==> src/rtl/bls12_381_pkg.sv <==
// Shared types for the BLS12-381 coprocessor.
// Instruction format, opcodes and fetch-unit timing constants.
package bls12_381_pkg;

   localparam int READ_CYCLE     = 3;
   // Instruction RAM address bits.
   localparam int INST_RAM_DEPTH = 8;

   typedef enum logic [7:0] {
      NOOP_WAIT       = 8'h00,
      COPY_REG        = 8'h01,
      SEND_INTERRUPT  = 8'h02,
      SUB_ELEMENT     = 8'h03,
      ADD_ELEMENT     = 8'h04,
      MUL_ELEMENT     = 8'h05,
      INV_ELEMENT     = 8'h06,
      POINT_MULT      = 8'h07,
      FP_FPOINT_MULT  = 8'h08,
      FP2_FPOINT_MULT = 8'h09
   } code_t;

   typedef struct packed {
      code_t       code;
      logic [15:0] a;
      logic [15:0] b;
      logic [15:0] c;
   } inst_t;

   typedef enum logic [2:0] {
      S_IDLE,
      S_FETCH,
      S_WAIT_RD,
      S_DECODE,
      S_DISPATCH,
      S_DELAY
   } fetch_state_t;

endpackage

==> src/rtl/bls12_381_inst_fetch.sv <==
// Instruction fetch/decode sequencer: reads program RAM,
// dispatches ops, handles waits, interrupts and aborts.
module bls12_381_inst_fetch
   import bls12_381_pkg::*;
#(
   parameter int READ_CYCLE = bls12_381_pkg::READ_CYCLE,
   parameter int ADDR_W     = INST_RAM_DEPTH
) (
   input  logic                      i_clk,
   input  logic                      i_rst_n,
   input  logic                      i_start,
   input  logic [ADDR_W-1:0]         i_start_pc,
   input  logic                      i_abort,
   output logic [ADDR_W-1:0]         o_ram_addr,
   output logic                      o_ram_re,
   input  logic [$bits(inst_t)-1:0]  i_ram_dat,
   output logic [$bits(inst_t)-1:0]  o_inst,
   output logic                      o_inst_val,
   input  logic                      i_inst_rdy,
   output logic                      o_irq,
   output logic [15:0]               o_irq_idx,
   output logic                      o_busy,
   output logic                      o_err,
   output logic [ADDR_W-1:0]         o_pc
);

   localparam int RD_W = $clog2(READ_CYCLE + 1);

   fetch_state_t      state, state_n;
   logic [ADDR_W-1:0] pc;
   logic [RD_W-1:0]   rd_cnt;
   logic [15:0]       dly_cnt;
   inst_t             inst_q;
   logic              err_q;

   logic ram_re;
   logic start_go;
   logic capture;
   logic advance;
   logic dly_load;
   logic set_err;
   logic irq;

   always_comb begin
      state_n  = state;
      ram_re   = 1'b0;
      start_go = 1'b0;
      capture  = 1'b0;
      advance  = 1'b0;
      dly_load = 1'b0;
      set_err  = 1'b0;
      irq      = 1'b0;
      // A read left over from an abort must drain before a new one.
      if (state == S_FETCH && rd_cnt == '0)
         ram_re = 1'b1;
      if (i_abort) begin
         state_n = S_IDLE;
      end else begin
         case (state)
            S_IDLE: begin
               if (i_start) begin
                  start_go = 1'b1;
                  state_n  = S_FETCH;
               end
            end
            S_FETCH: begin
               if (ram_re)
                  state_n = S_WAIT_RD;
            end
            S_WAIT_RD: begin
               if (rd_cnt == RD_W'(1)) begin
                  capture = 1'b1;
                  state_n = S_DECODE;
               end
            end
            S_DECODE: begin
               case (inst_q.code)
                  NOOP_WAIT: begin
                     if (inst_q.a == 16'd0) begin
                        state_n = S_IDLE;
                     end else begin
                        dly_load = 1'b1;
                        state_n  = S_DELAY;
                     end
                  end
                  SEND_INTERRUPT: begin
                     irq     = 1'b1;
                     advance = 1'b1;
                  end
                  COPY_REG, SUB_ELEMENT, ADD_ELEMENT,
                  MUL_ELEMENT, INV_ELEMENT, POINT_MULT,
                  FP_FPOINT_MULT, FP2_FPOINT_MULT: begin
                     state_n = S_DISPATCH;
                  end
                  default: begin
                     set_err = 1'b1;
                     state_n = S_IDLE;
                  end
               endcase
            end
            S_DISPATCH: begin
               if (i_inst_rdy)
                  advance = 1'b1;
            end
            S_DELAY: begin
               if (dly_cnt == 16'd1)
                  advance = 1'b1;
            end
            default: state_n = S_IDLE;
         endcase
         if (advance)
            state_n = S_FETCH;
      end
   end

   always_ff @(posedge i_clk or negedge i_rst_n) begin
      if (!i_rst_n)
         state <= S_IDLE;
      else
         state <= state_n;
   end

   always_ff @(posedge i_clk or negedge i_rst_n) begin
      if (!i_rst_n) begin
         pc      <= '0;
         rd_cnt  <= '0;
         dly_cnt <= '0;
         inst_q  <= '0;
         err_q   <= 1'b0;
      end else begin
         if (ram_re)
            rd_cnt <= RD_W'(READ_CYCLE);
         else if (rd_cnt != '0)
            rd_cnt <= rd_cnt - RD_W'(1);

         if (start_go)
            pc <= i_start_pc;
         else if (advance)
            pc <= pc + ADDR_W'(1);

         if (start_go)
            err_q <= 1'b0;
         else if (set_err)
            err_q <= 1'b1;

         if (capture)
            inst_q <= inst_t'(i_ram_dat);

         if (i_abort)
            dly_cnt <= '0;
         else if (dly_load)
            dly_cnt <= inst_q.a;
         else if (state == S_DELAY)
            dly_cnt <= dly_cnt - 16'd1;
      end
   end

   assign o_ram_addr = pc;
   assign o_ram_re   = ram_re;
   assign o_inst     = inst_q;
   assign o_inst_val = (state == S_DISPATCH);
   assign o_irq      = irq;
   assign o_irq_idx  = inst_q.a;
   assign o_busy     = (state != S_IDLE);
   assign o_err      = err_q;
   assign o_pc       = pc;

endmodule

==> config.mk <==
export PLATFORM = sky130hd
export DESIGN_NAME = bls12_381_inst_fetch
export DESIGN_NICKNAME = d
export VERILOG_FILES = /design/src/rtl/bls12_381_pkg.sv /design/src/rtl/bls12_381_inst_fetch.sv
export SDC_FILE = /design/constraint.sdc
export NUM_CORES = 1
export LEC_CHECK = 0
export CORE_MARGIN = 1.5
export CORE_UTILIZATION = 48
export DETAILED_ROUTE_END_ITERATION = 7
export GPL_TIMING_DRIVEN = 0
export PLACE_DENSITY_LB_ADDON = 0.3
export RECOVER_POWER = 100
export SYNTH_ARGS = -nofsm -noshare
export SYNTH_HDL_FRONTEND = slang
export SYNTH_SLANG_ARGS = --single-unit
export TNS_END_PERCENT = 10
==> constraint.sdc <==
create_clock -name i_clk -period 6.4 [get_ports i_clk]
set_input_delay 1.28 -clock i_clk [delete_from_list [all_inputs] [get_ports i_clk]]
set_output_delay 1.28 -clock i_clk [all_outputs]
set_load 0.02 [all_outputs]
==> results of run 1 <==
[per-layer routing]
layer	routed length, um	up-vias
met4	161	0
li1	-	1659
met5	0	-
met1	4185	1697
met2	5333	143
met3	1200	14
[per-stage QoR]
stage / power, mW / hold slack, ns / cells
after floorplan: 1.497 / 0.4706 / 370
after global placement: 2.071 / 0.4860 / 636
after detailed placement: 2.112 / 0.4970 / 637
after CTS: 2.478 / 0.5131 / 653
after global routing: 2.500 / 0.5150 / 653
final: 2.366 / 0.5049 / 653
[area by class of cell]
type                    instances  area [um^2]
well taps                     105        131.4
repair buffers                162         1633
clock inverters                 7        56.30
plain buffers                  41        244.0
fillers                       620         2197
multi-input cells             237         1780
clock buffers                   9        123.9
inverters                       6        22.52
flip-flops and latches         86         2152
[logic make-up (layout without fill, tap and decap cells)]
kind of cell / Yosys count / in the layout
AND/OR/NAND/NOR: 108 / 108
flip-flops: 86 / 86
multiplexers: 58 / 58
AO/OA/AOI/OAI: 52 / 52
buffers and inverters: 47 / 225
XOR/XNOR: 14 / 14
adder cells (fa/ha/maj): 5 / 5
[layout by cell type, fill, tap and decap left out, types with 6 or more instances in the layout]
| cell type | synthesis | routed |
|---|---|---|
| nor3_1 | 8 | 8 |
| buf_4 | 24 | 24 |
| nand3_1 | 9 | 9 |
| nor4_1 | 8 | 8 |
| dfrtp_1 | 86 | 86 |
| nor2_1 | 33 | 33 |
| mux2_2 | 56 | 55 |
| nand2_1 | 13 | 13 |
| a21oi_1 | 8 | 8 |
| clkdlybuf4s50_1 | 0 | 65 |
| a211oi_1 | 14 | 14 |
| xnor2_1 | 9 | 9 |
| clkbuf_8 | 0 | 9 |
| clkbuf_1 | 16 | 18 |
| dlygate4sd3_1 | 0 | 95 |
| inv_1 | 6 | 6 |
| o21ai_0 | 6 | 6 |
| or3_1 | 6 | 6 |
[power breakdown]
group / leakage [nW] / total [mW] / internal [mW] / switching, mW
Sequential: 1.15 / 0.870 / 0.716 / 0.154
Clock: 0.0963 / 0.362 / 0.147 / 0.215
Combinational: 1.70 / 1.13 / 0.570 / 0.563
[registers in the layout, indices dropped and copies added, names as in the netlist]
| signal | cells |
|---|---|
| state | 3 |
| o_pc | 8 |
| o_irq_idx | 16 |
| o_err | 1 |
| o_inst | 40 |
| rd_cnt | 2 |
| dly_cnt | 16 |
[final timing paths]
path | startpoint | cells past startpoint | slack, ns | to
max in group asynchronous | i_rst_n | 1 | 3.43 | o_irq_idx[4]
setup reg to reg | dly_cnt[7] | 6 | 3.79 | o_pc[5]
setup / recovery | i_abort | 5 | 1.90 | o_irq
min in group asynchronous | i_rst_n | 1 | 1.62 | o_pc[6]
hold reg to reg | o_inst[6] | 1 | 0.50 | o_inst[6]
hold / removal | o_inst[6] | 1 | 0.50 | o_inst[6]
[cell usage after synthesis (all sizes together), types with 6 or more instances]
master,number
a211oi,14
buf,25
mux2,56
inv,6
a21oi,8
clkbuf,16
or3,6
o21ai,6
nand2,13
nor2,33
nand3,9
xnor2,9
nor3,8
dfrtp,86
nor4,8
[worst max-delay path: cells and delay by family]
kind | cells | cell delay, ns
simple gates | 3 | 0.59
buf+inv | 2 | 1.34
==> flow_metrics.tcl, run 1 <==
set metrics [dict create \
    ant_nets 0 \
    async_flop_share_pct 100.0 \
    synth-main-ff-cell "dfrtp_1" \
    startpoint_type "input pin" \
    grt_max_degree 46 \
    first_global_vias 3603 \
    cts_sinks 86 \
    io_buffers 161 \
    critPathMaxFanout 6 \
    p_leak_nw 2.949 \
    drt-total-wl_mm 10.88 \
    rsz0062_at_grt "false" \
    grt_use_met2_pct 40.21 \
    finalSetupViolCount 0 \
    drtIter0Drc 128 \
    use_met3_pct 9.781 \
    period_minus_slack_ns 4.496 \
    syn_inst 370 \
    syn_avg_cell_area_um2 11.35 \
    initial_core_util_pct 50.35 \
    area_growth_pct 46.31 \
    power_density_nw_per_um2 385.1 \
    synth_edf_count 0 \
    synth-compound-area-share_pct 8.731 \
    synth_seq_area_share_pct 51.25 \
    crit_slowest_cell "dlygate4sd3_1" \
    insertion_delay_ns 0.37 \
    synth_top_area_share_pct 51.25 \
    fin_ws_ns 1.904 \
    irDropWorstVdd_uv 244.3 \
    rows 33 \
    nNetsFinal 617 \
    diodes 0 \
    ys_seq_elements 86 \
    cpMostUsedCell "dlygate4sd3_1" \
    slowest_delay_ns 0.72 \
    netlist_area_um2 4199 \
    htreeDepth 3 \
    cts_tree "yes" \
    synth_top_family_by_area "multiplexers" \
    synth-simple-area-share_pct 13.77 \
    synth.distinct_cells 45 \
    io_pins 162 \
    gr-max-usage-layer "met2" \
    skew_ns 0.01159 \
    hold_viol 0 \
    drcViolationCount 0 \
    worst_setup_path_end_kind "output port" \
    required_ns 5.12 \
    final_area_um2 6143 \
    hold_buffers 0 \
    fmax_mhz 222.4 \
    cts_setup_buffers 0 \
    use_met1_pct 29.01 \
    path_cells "dlygate4sd3_1 > nor2_1 > nand3_1 > nor3b_1 > dlygate4sd3_1" \
    place_area_um2 5967 \
    synth_nets 444 \
    max_slew_margin_pct -57.95 \
    synth_area_leaders "dfrtp_1 (51%), mux2_2 (15%), buf_4 (4.3%)" \
    dpl_worst_slack_ns 2.060 \
    cts_buffers 9 \
    yosysWarningCount 0 \
    grt-ovfl-total 0 \
    vias 3513 \
    die_height_um 96.53 \
    holdCritPathClass "reg -> reg" \
    design.core.area_um2 8341 \
    cts_root_buf "clkbuf_8" \
    finish.utilization_pct 73.66 \
    fin_crit_sh_pct 70.24 \
    yosys.area.top_type "dfrtp_1" \
    status "finished, violations left" \
    die_area_um2 9318 \
    die_width_um 96.53 \
    antenna_found_initial 0 \
    drive_gt1_share_pct 18.07 \
    dr.pass1.iters 4 \
    grt_usage_pct 24.48 \
    wl_per_cell_um 16.66 \
    drv_cap 1 \
    worstSetupPathType "in -> out" \
    dp_hpwl_mm 8.250 \
    synth_xor_area_share_pct 2.920 \
    worst_pin_slew_ns 2.369 \
    routabilityCongestion 0.7967 \
    cts_resized 0 \
    clk_pin_slew_ns 0.09 \
    vias_per_cell 5.380 \
    violations "capacitance limit, slew limit" \
    synthAdderAreaFrac_pct 1.490 \
    synth.area.mux_share_pct 15.49 \
    cts_max_path_buffers 2 \
    worst_ep_arrival_time_ns 3.22 \
    setup_tns_ns 0 \
    drv_slew 42 \
    grt_pass1_wl_mm 17.26 \
]
No activity file was read; power rests on OpenSTA's default activity.
==> inputs of run 2 (changes only) <==
--- a/config.mk
+++ b/config.mk
@@ -6,7 +6,7 @@
 export NUM_CORES = 1
 export LEC_CHECK = 0
 export CORE_MARGIN = 1.5
-export CORE_UTILIZATION = 48
+export CORE_UTILIZATION = 40
 export DETAILED_ROUTE_END_ITERATION = 7
 export GPL_TIMING_DRIVEN = 0
 export PLACE_DENSITY_LB_ADDON = 0.3
==> constraint.sdc (replaced) <==
create_clock -name i_clk -period 4.1 [get_ports i_clk]
set_input_delay 0.82 -clock i_clk [delete_from_list [all_inputs] [get_ports i_clk]]
set_output_delay 0.82 -clock i_clk [all_outputs]
set_load 0.02 [all_outputs]
==> run 2 against run 1 <==
Clock skew increased by 0.0031 ns; the run still ends with capacitance limit, slew limit left; clock power is 53% higher; via count is 0.94% lower; largest power group unchanged; global-route usage fell by 4.3 points; routed wire length fell by 1.9%; die area is 19% higher; core utilization shrank 14 points; highest routed layer unchanged; critical endpoint unchanged; sequential power up 55%; register-to-register slack worse by 2.3 ns; sequential share of layout area hardly changed; largest cell class unchanged; combinational power grew 55%; critical path type unchanged.
==> flow_metrics.tcl, run 2 (synthesis results as in run 1) <==
set metrics [dict create \
    io_buffers 161 \
    p_leak_nw 2.935 \
    period_minus_slack_ns 3.591 \
    r2r_cells 6 \
    hold_viol 0 \
    largest_reg_flops 40 \
    drv_cap 1 \
    die_width_um 105.5 \
    finish.utilization_pct 60.10 \
    dr.pass1.iters 4 \
    area_growth_pct 46.42 \
    final_common_cell "dlygate4sd3_1" \
    fmax_mhz 278.4 \
    setup_tns_ns 0 \
    holdCritPathClass "reg -> reg" \
    status "finished, violations left" \
    routabilityCongestion 0.8631 \
    finalSetupViolCount 0 \
    drcViolationCount 0 \
    power_density_nw_per_um2 595.5 \
    rows 37 \
    place_area_um2 6006 \
    die_height_um 105.5 \
    final_cell_mix "dlygate4sd3_1 (95), dfrtp_1 (86), clkdlybuf4s50_1 (65), mux2_2 (56), nor2_1 (33)" \
    r2r-end "o_pc[5]" \
    io_pins 162 \
    irDropWorstVdd_uv 427.4 \
    cts_max_path_buffers 2 \
    dp_hpwl_mm 8.027 \
    max_slew_margin_pct -8.737 \
    antenna_found_initial 0 \
    die_area_um2 11120 \
    worst_ep_arrival_time_ns 2.77 \
    drv_slew 68 \
    cts_sinks 86 \
    hold_buffers 0 \
    final_area_um2 6148 \
    fin_crit_sh_pct 87.60 \
    nNetsFinal 617 \
    ant_nets 0 \
    critical_path.startpoint "i_abort" \
    cts_resized 0 \
    drtIter0Drc 166 \
    vias_per_cell 5.088 \
    endpoint "o_irq" \
    design.core.area_um2 10230 \
    cts_setup_buffers 0 \
    clk_pin_slew_ns 0.08 \
    critPathMaxFanout 6 \
    insertion_delay_ns 0.36 \
    worst_pin_slew_ns 1.631 \
    worstSetupPathType "in -> out" \
    grt_pass1_wl_mm 17.75 \
    first_global_vias 3551 \
    grt_max_degree 68 \
    min_path_cells 1 \
    rsz0062_at_grt "false" \
    skew_ns 0.01471 \
    fin_cells 684 \
    vias 3480 \
    violations "capacitance limit, slew limit" \
    cts_buffers 9 \
    initial_core_util_pct 41.04 \
    place_inst 668 \
    cts_root_buf "clkbuf_8" \
    htreeDepth 3 \
    wl_per_cell_um 15.61 \
    cts_tree "yes" \
    whs_ns 0.5020 \
    grt_usage_pct 20.20 \
    drt-total-wl_mm 10.68 \
    r2r_start "dly_cnt[7]" \
    startpoint_type "input pin" \
    grt-ovfl-total 0 \
    required_ns 3.28 \
    diodes 0 \
    r2r_slack_ns 1.48 \
    worst_setup_path_end_kind "output port" \
    drive_gt1_share_pct 18.07 \
]
==> run 2: changes by cell type in the layout (fill, tap and decap cells not counted) <==
cell | before | now
buf_16 | 1 | 0
clkinv_2 | 2 | 3
or4_4 | 1 | 0
mux2_1 | 1 | 0
mux2_2 | 55 | 56
inv_6 | 3 | 2
clkbuf_2 | 0 | 1
clkinvlp_4 | 0 | 1
inv_8 | 1 | 0
or4_1 | 3 | 4
==> run 2: final cells by class <==
class | count | area (um^2)
inverters | 6 | 22.52
clock buffers | 9 | 123.9
well taps | 136 | 170.2
flip-flops and latches | 86 | 2152
clock inverters | 7 | 48.80
multi-input cells | 237 | 1777
fillers | 879 | 4083
plain buffers | 41 | 244.0
repair buffers | 162 | 1610
==> run 2: through the flow <==
| stage | power [mW] | setup WS (ns) |
|---|---|---|
| after detailed placement | 3.284 | 0.6768 |
| after CTS | 3.841 | 0.6592 |
| after global placement | 3.240 | -0.9560 |
| final | 3.661 | 0.5086 |
| after floorplan | 2.337 | 1.588 |
| after global routing | 3.882 | 0.3912 |
==> run 2: worst min path at each step <==
| stage | start | to | slack (ns) |
|---|---|---|---|
| after global routing | o_inst[25] | o_inst[25] | 0.53 |
| final | o_inst[4] | o_inst[4] | 0.50 |
| after global placement | rd_cnt[0] | rd_cnt[0] | 0.48 |
| after CTS | i_rst_n | o_irq_idx[8] | 0.33 |
| after detailed placement | o_inst[27] | o_inst[27] | 0.49 |
| after floorplan | rd_cnt[0] | rd_cnt[0] | 0.47 |
==> run 2: per-layer routing <==
layer | share of wire [%] | up-vias | GRT usage (%)
met5 | 0 | - | 0
met4 | 0.55 | 0 | 4.697
met3 | 9.4 | 5 | 8.411
met2 | 49 | 124 | 32.54
met1 | 41 | 1691 | 25.31
li1 | - | 1660 | -
==> run 2: where the power goes <==
group,total (mW),leakage [nW],switching [mW],internal (mW)
Sequential,1.35,1.15,0.237,1.12
Combinational,1.75,1.70,0.867,0.886
Clock,0.554,0.0898,0.331,0.223
Total,3.66,2.93,1.44,2.23
==> run 2: worst max-delay path, cell delays in order <==
cell,delay (ns)
dlygate4sd3_1,0.62
nor2_1,0.22
nand3_1,0.16
nor3b_1,0.23
dlygate4sd3_1,0.72
==> inputs of run 3 (changes only) <==
--- a/config.mk
+++ b/config.mk
@@ -5,6 +5,7 @@
 export SDC_FILE = /design/constraint.sdc
 export NUM_CORES = 1
 export LEC_CHECK = 0
+export ABC_CLOCK_PERIOD_IN_PS = 4100
 export CORE_MARGIN = 1.5
 export CORE_UTILIZATION = 40
 export DETAILED_ROUTE_END_ITERATION = 7
==> results of run 3 <==
Same layout as run 2: the final DEF is identical, and so are final timing and power.
